## src/rtl/alu_arbiter.sv

```systemverilog
// alu_arbiter: round-robin arbiter sharing one registered-operand ALU between two requesters
module alu_arbiter (
  input  logic        clk,
  input  logic        rst,
  input  logic        req0_valid,
  output logic        req0_ready,
  input  logic [31:0] req0_op1,
  input  logic [31:0] req0_op2,
  input  logic [31:0] req0_imm,
  input  logic [2:0]  req0_ctrl,
  input  logic        req0_src,
  input  logic        req1_valid,
  output logic        req1_ready,
  input  logic [31:0] req1_op1,
  input  logic [31:0] req1_op2,
  input  logic [31:0] req1_imm,
  input  logic [2:0]  req1_ctrl,
  input  logic        req1_src,
  output logic [31:0] alu_op1,
  output logic [31:0] alu_regop2,
  output logic [31:0] alu_imm,
  output logic [2:0]  alu_ctrl,
  output logic        alu_src,
  input  logic [31:0] alu_result,
  input  logic        alu_eq,
  output logic        rsp_valid,
  input  logic        rsp_ready,
  output logic        rsp_id,
  output logic [31:0] rsp_result,
  output logic        rsp_eq
);
  typedef enum logic [1:0] {IDLE, EXEC, RESP} state_t;
  state_t state, state_nx;
  logic last_grant, gnt, hs;
  always_comb begin
    gnt = (req0_valid && req1_valid) ? ~last_grant : req1_valid;
    req0_ready = !rst && state == IDLE && req0_valid && !gnt;
    req1_ready = !rst && state == IDLE && req1_valid && gnt;
    hs = req0_ready || req1_ready;
    rsp_valid = !rst && state == RESP;
    state_nx = state == IDLE ? (hs ? EXEC : IDLE) :
               state == EXEC ? RESP : (rsp_ready ? IDLE : RESP);
  end
  always_ff @(posedge clk) begin
    if (rst) begin
      state <= IDLE;
      last_grant <= 1'b1;
      alu_op1 <= '0;
      alu_regop2 <= '0;
      alu_imm <= '0;
      alu_ctrl <= '0;
      alu_src <= 1'b0;
      rsp_id <= 1'b0;
      rsp_result <= '0;
      rsp_eq <= 1'b0;
    end else begin
      state <= state_nx;
      if (hs) begin
        last_grant <= gnt;
        rsp_id <= gnt;
        alu_op1 <= gnt ? req1_op1 : req0_op1;
        alu_regop2 <= gnt ? req1_op2 : req0_op2;
        alu_imm <= gnt ? req1_imm : req0_imm;
        alu_ctrl <= gnt ? req1_ctrl : req0_ctrl;
        alu_src <= gnt ? req1_src : req0_src;
      end
      if (state == EXEC) begin
        rsp_result <= alu_result;
        rsp_eq <= alu_eq;
      end
    end
  end
endmodule

```

## config.mk

```make
export PLATFORM = sky130hd
export DESIGN_NAME = alu_arbiter
export DESIGN_NICKNAME = d
export VERILOG_FILES = /design/src/rtl/alu_arbiter.sv
export SDC_FILE = /design/constraint.sdc
export NUM_CORES = 1
export LEC_CHECK = 0
export CAP_MARGIN = 10
export CORE_AREA = 2 2 146 148
export CTS_CLUSTER_SIZE = 14
export DETAILED_ROUTE_END_ITERATION = 10
export DIE_AREA = 0 0 148 150
export PLACE_DENSITY = 0.71
export SETUP_SLACK_MARGIN = 0.1
export SYNTH_ARGS = -nofsm -noshare
export SYNTH_HDL_FRONTEND = slang
export SYNTH_SLANG_ARGS = --single-unit
```

## constraint.sdc

```tcl
create_clock -name clk -period 1.69 [get_ports clk]
set_input_delay 0.338 -clock clk [delete_from_list [all_inputs] [get_ports clk]]
set_output_delay 0.338 -clock clk [all_outputs]
set_load 0.05 [all_outputs]
```

==> results.cfg <==
[timing]
fin_tns_setup_ns = -0.2439
timing.final.setup_violations = 2
grt_setup_unrepaired = yes
fmaxAchievable_mhz = 545.4
fin_worst_skew_ns = 0.007789
slew_viol_final = 0
min_period_ns = 1.834
min_period_over_period_pct = 108.5
final_hold_violating_endpoints = 0
max_slew_margin_pct = 71.69
postLayoutSetupSlackWorst_ns = -0.1436
pin_slew_with_the_least_headroom_to_its_limit_ns = 0.4246

[power]
total_leakage_power_nw = 4.145
seq_power_share_pct = 32.5
pwr-share-comb_pct = 34.8
internal_power_mw = 7.599
swShare_pct = 35.53
total_power_mw = 11.79
ir_worst_vdd_mv = 0.6220
power.switching_mw = 4.188
clkPwrFrac_pct = 32.6
power.density_nw_per_um2 = 1076

[drt]
detail-route-antenna-nets = 0
detail_route.wl_per_cell_um = 17.31
detail_route.wirelength_um = 23880
vias_per_cell = 4.985
first_iter_violations = 200
drt_pass1_iterations = 4
drc = 0
vias = 6879

[setup_path]
crit_path_end_kind = primary output
endpoint = req0_ready
r2r-end = alu_imm[28]$_SDFFE_PP0P_
max_stage_delay_ns = 0.41
ff2ff_path_depth = 5
setup.worst_path.start = state[0]$_SDFF_PP0_
timing.critical_path.cells = or3b_4 -> nor3_4 -> buf_12
critical_path_data_arrival_time_ns = 1.50
cp.buffers_inverters = 1
critical_path_cell_count = 3
crit_required_ns = 1.35
worst-setup-path-type = reg -> out
critical-path-slowest-cell = sky130_fd_sc_hd__or3b_4
worstReg2RegStart = state[0]$_SDFF_PP0_
setup.reg_to_reg.worst_slack_ns = 0.03
cp_max_fo = 3
critical_path.startpoint_type = flip-flop
crit_family = simple AND/OR/NAND/NOR gates

[placement]
hpwl_detailed_um = 15750
dp_worst_setup_slack_ns = -0.4090
placed_cells_incl_taps = 1343
finalWeightedCongestion = 0.8088
portBuffers = 374

[run]
timing.max_cap.violations = 0

[global_routing]
grt_first_pass_wirelength_um = 34810
antenna_found_initial = 0
global_route_congestion_overflow_total = 0
first_global_vias = 6652
groute.usage.overall_pct = 19.50
grt_max_degree = 72

[logic_synthesis]
syn-instance-count = 733
post_synth_instance_area_um2 = 5963
synth_edf_count = 0
yosysSeqAreaShare_pct = 45.99
synth_seq_cells = 137
synthMostInstantiatedCell = sky130_fd_sc_hd__nor3_1
synthFlopType = sky130_fd_sc_hd__dfxtp_1
synth_area_leader_cell = sky130_fd_sc_hd__dfxtp_1
synth_cell_type_count = 24
async_sr_flop_fraction_pct = 0
synthesis.nets = 971
synth.top_cell.area_share_pct = 45.99
yosys-top-cells-count = sky130_fd_sc_hd__nor3_1, sky130_fd_sc_hd__dfxtp_1, sky130_fd_sc_hd__inv_1
netlist_top_cells_area = sky130_fd_sc_hd__dfxtp_1, sky130_fd_sc_hd__nor3_1, sky130_fd_sc_hd__a2111oi_0
yosys_synthesis_warning_count = 0
post_synth.cell_area_avg_um2 = 8.135

[clock_tree]
clock-root-buffer = sky130_fd_sc_hd__clkbuf_16
cts_tree = built
clock_latency_ns = 0.40
clock-sinks = 137
cts_hold_buffers = 0
cts_htree_levels = 4
cts_max_path_buffers = 2
clk_transition_reported_paths_ns = 0.06
cts_buffers = 17

[finish]
final-instance-count-excl-fill = 1380
syn_to_final_growth_pct = 83.76
layout.core_utilization_pct = 52.96
nets = 1331
num_antenna_cells = 0
post_route_cells_drive_above_1_share_pct = 25.16
filler_cell_count_in_the_final_layout = 1918

[worst_hold_path]
hold_path_class = in -> reg

[floorplan]
boundaryPins = 375
core_region_area_um2 = 20690
start_util_pct = 28.82
die_area_um2 = 22200
floorplan.rows = 53
die_height_um = 150
die-width_um = 148

[status]
violated_checks = setup timing
outcome = finished, violations left
-- layout make-up --
class                   instances  area [um^2]  share of cell area (%)
repair buffers                420         4011                   36.61
multi-input cells             417         2873                   26.22
flip-flops and latches        137         2751                   25.11
clock buffers                  20        456.7                   4.168
inverters                     100        375.4                   3.425
well taps                     275        344.1                   3.140
clock inverters                11        146.4                   1.336
-- stage by stage --
step / hold WS (ns) / area [um^2]
floorplan: 0.4332 / 5993
detailed placement: 0.4478 / 9897
global route: 0.4386 / 10960
finish: 0.4222 / 10960
CTS: 0.4355 / 10590
global placement: 0.4423 / 9897
-- kinds of logic after synthesis --
| group | Yosys count | synth area share (%) |
|---|---|---|
| AOI/OAI and AO/OA | 138 | 18.57 |
| DFF | 137 | 45.99 |
| and+or+nand+nor | 279 | 22.22 |
| buffers and inverters | 179 | 13.22 |
-- repair_timing --
| item | CTS | global route |
|---|---|---|
| gates cloned | 0 | 2 |
| resized for setup | 21 | 82 |
| buffers inserted | 4 | 0 |
| pin swaps | 3 | 3 |
| hold endpoints to repair | 0 | 0 |
| endpoints found under the setup margin | 20 | 94 |
-- state kept, by name (all words and copies together), names as in the netlist --
| register | count |
|---|---|
| state | 2 |
| rsp_id | 1 |
| last_grant | 1 |
| rsp_result | 32 |
| alu_op1 | 32 |
| alu_regop2 | 32 |
| alu_imm | 32 |
| alu_src | 1 |
| rsp_eq | 1 |
| alu_ctrl | 3 |
-- tightest hold or removal path: stages --
cell	delay, ns
sky130_fd_sc_hd__buf_4	0.13
sky130_fd_sc_hd__buf_12	0.19
sky130_fd_sc_hd__nor2_1	0.12
-- power by group through the flow --
| stage | clock, mW | combinational (mW) | sequential [mW] |
|---|---|---|---|
| after global routing | 4.11 | 4.33 | 3.88 |
| after detailed placement | 0 | 3.87 | 3.90 |
| after global placement | 0 | 3.86 | 3.89 |
| final | 3.85 | 4.11 | 3.83 |
| after floorplan | 0 | 0.953 | 5.18 |
| after CTS | 3.97 | 3.92 | 3.83 |
-- layout by cell type (no fill, tap or decap), types with 2 or more instances in the layout --
cell,instances
sky130_fd_sc_hd__clkdlybuf4s50_1,234
sky130_fd_sc_hd__nor3_1,165
sky130_fd_sc_hd__buf_4,162
sky130_fd_sc_hd__dfxtp_1,134
sky130_fd_sc_hd__inv_1,100
sky130_fd_sc_hd__nand2_1,67
sky130_fd_sc_hd__a2111oi_0,46
sky130_fd_sc_hd__a2111oi_1,38
sky130_fd_sc_hd__a21oi_1,33
sky130_fd_sc_hd__nor3_2,23
sky130_fd_sc_hd__clkbuf_16,18
sky130_fd_sc_hd__buf_12,18
sky130_fd_sc_hd__a2111oi_2,16
sky130_fd_sc_hd__nor3_4,13
sky130_fd_sc_hd__bufinv_16,3
sky130_fd_sc_hd__clkinv_2,3
sky130_fd_sc_hd__nor2_1,2
sky130_fd_sc_hd__clkbuf_8,2
sky130_fd_sc_hd__clkinv_4,2
sky130_fd_sc_hd__clkinvlp_4,2
sky130_fd_sc_hd__buf_6,2
sky130_fd_sc_hd__dlygate4sd2_1,2
sky130_fd_sc_hd__dfxtp_4,2
-- routing by layer --
metal,GRT usage [%],vias to the layer above,routed length [um]
met5,0,-,0
met4,6.476,0,607
met3,6.494,40,1886
met2,33.08,274,11500
met1,23.24,3230,9888
li1,-,3335,-
-- how the worst min path moves through the flow --
stage	from	end	slack, ns	depth (start not counted)
floorplan	rsp_ready	state[1]$_SDFF_PP0_	0.43	1
global placement	rsp_result[20]$_SDFFE_PP0N_	rsp_result[20]$_SDFFE_PP0N_	0.44	2
detailed placement	rsp_result[1]$_SDFFE_PP0N_	rsp_result[1]$_SDFFE_PP0N_	0.45	2
CTS	rst	rsp_id$_SDFFE_PP0P_	0.44	3
global route	rst	rsp_id$_SDFFE_PP0P_	0.44	3
finish	rst	rsp_id$_SDFFE_PP0P_	0.42	3
Power figures use the tool's default switching activity.
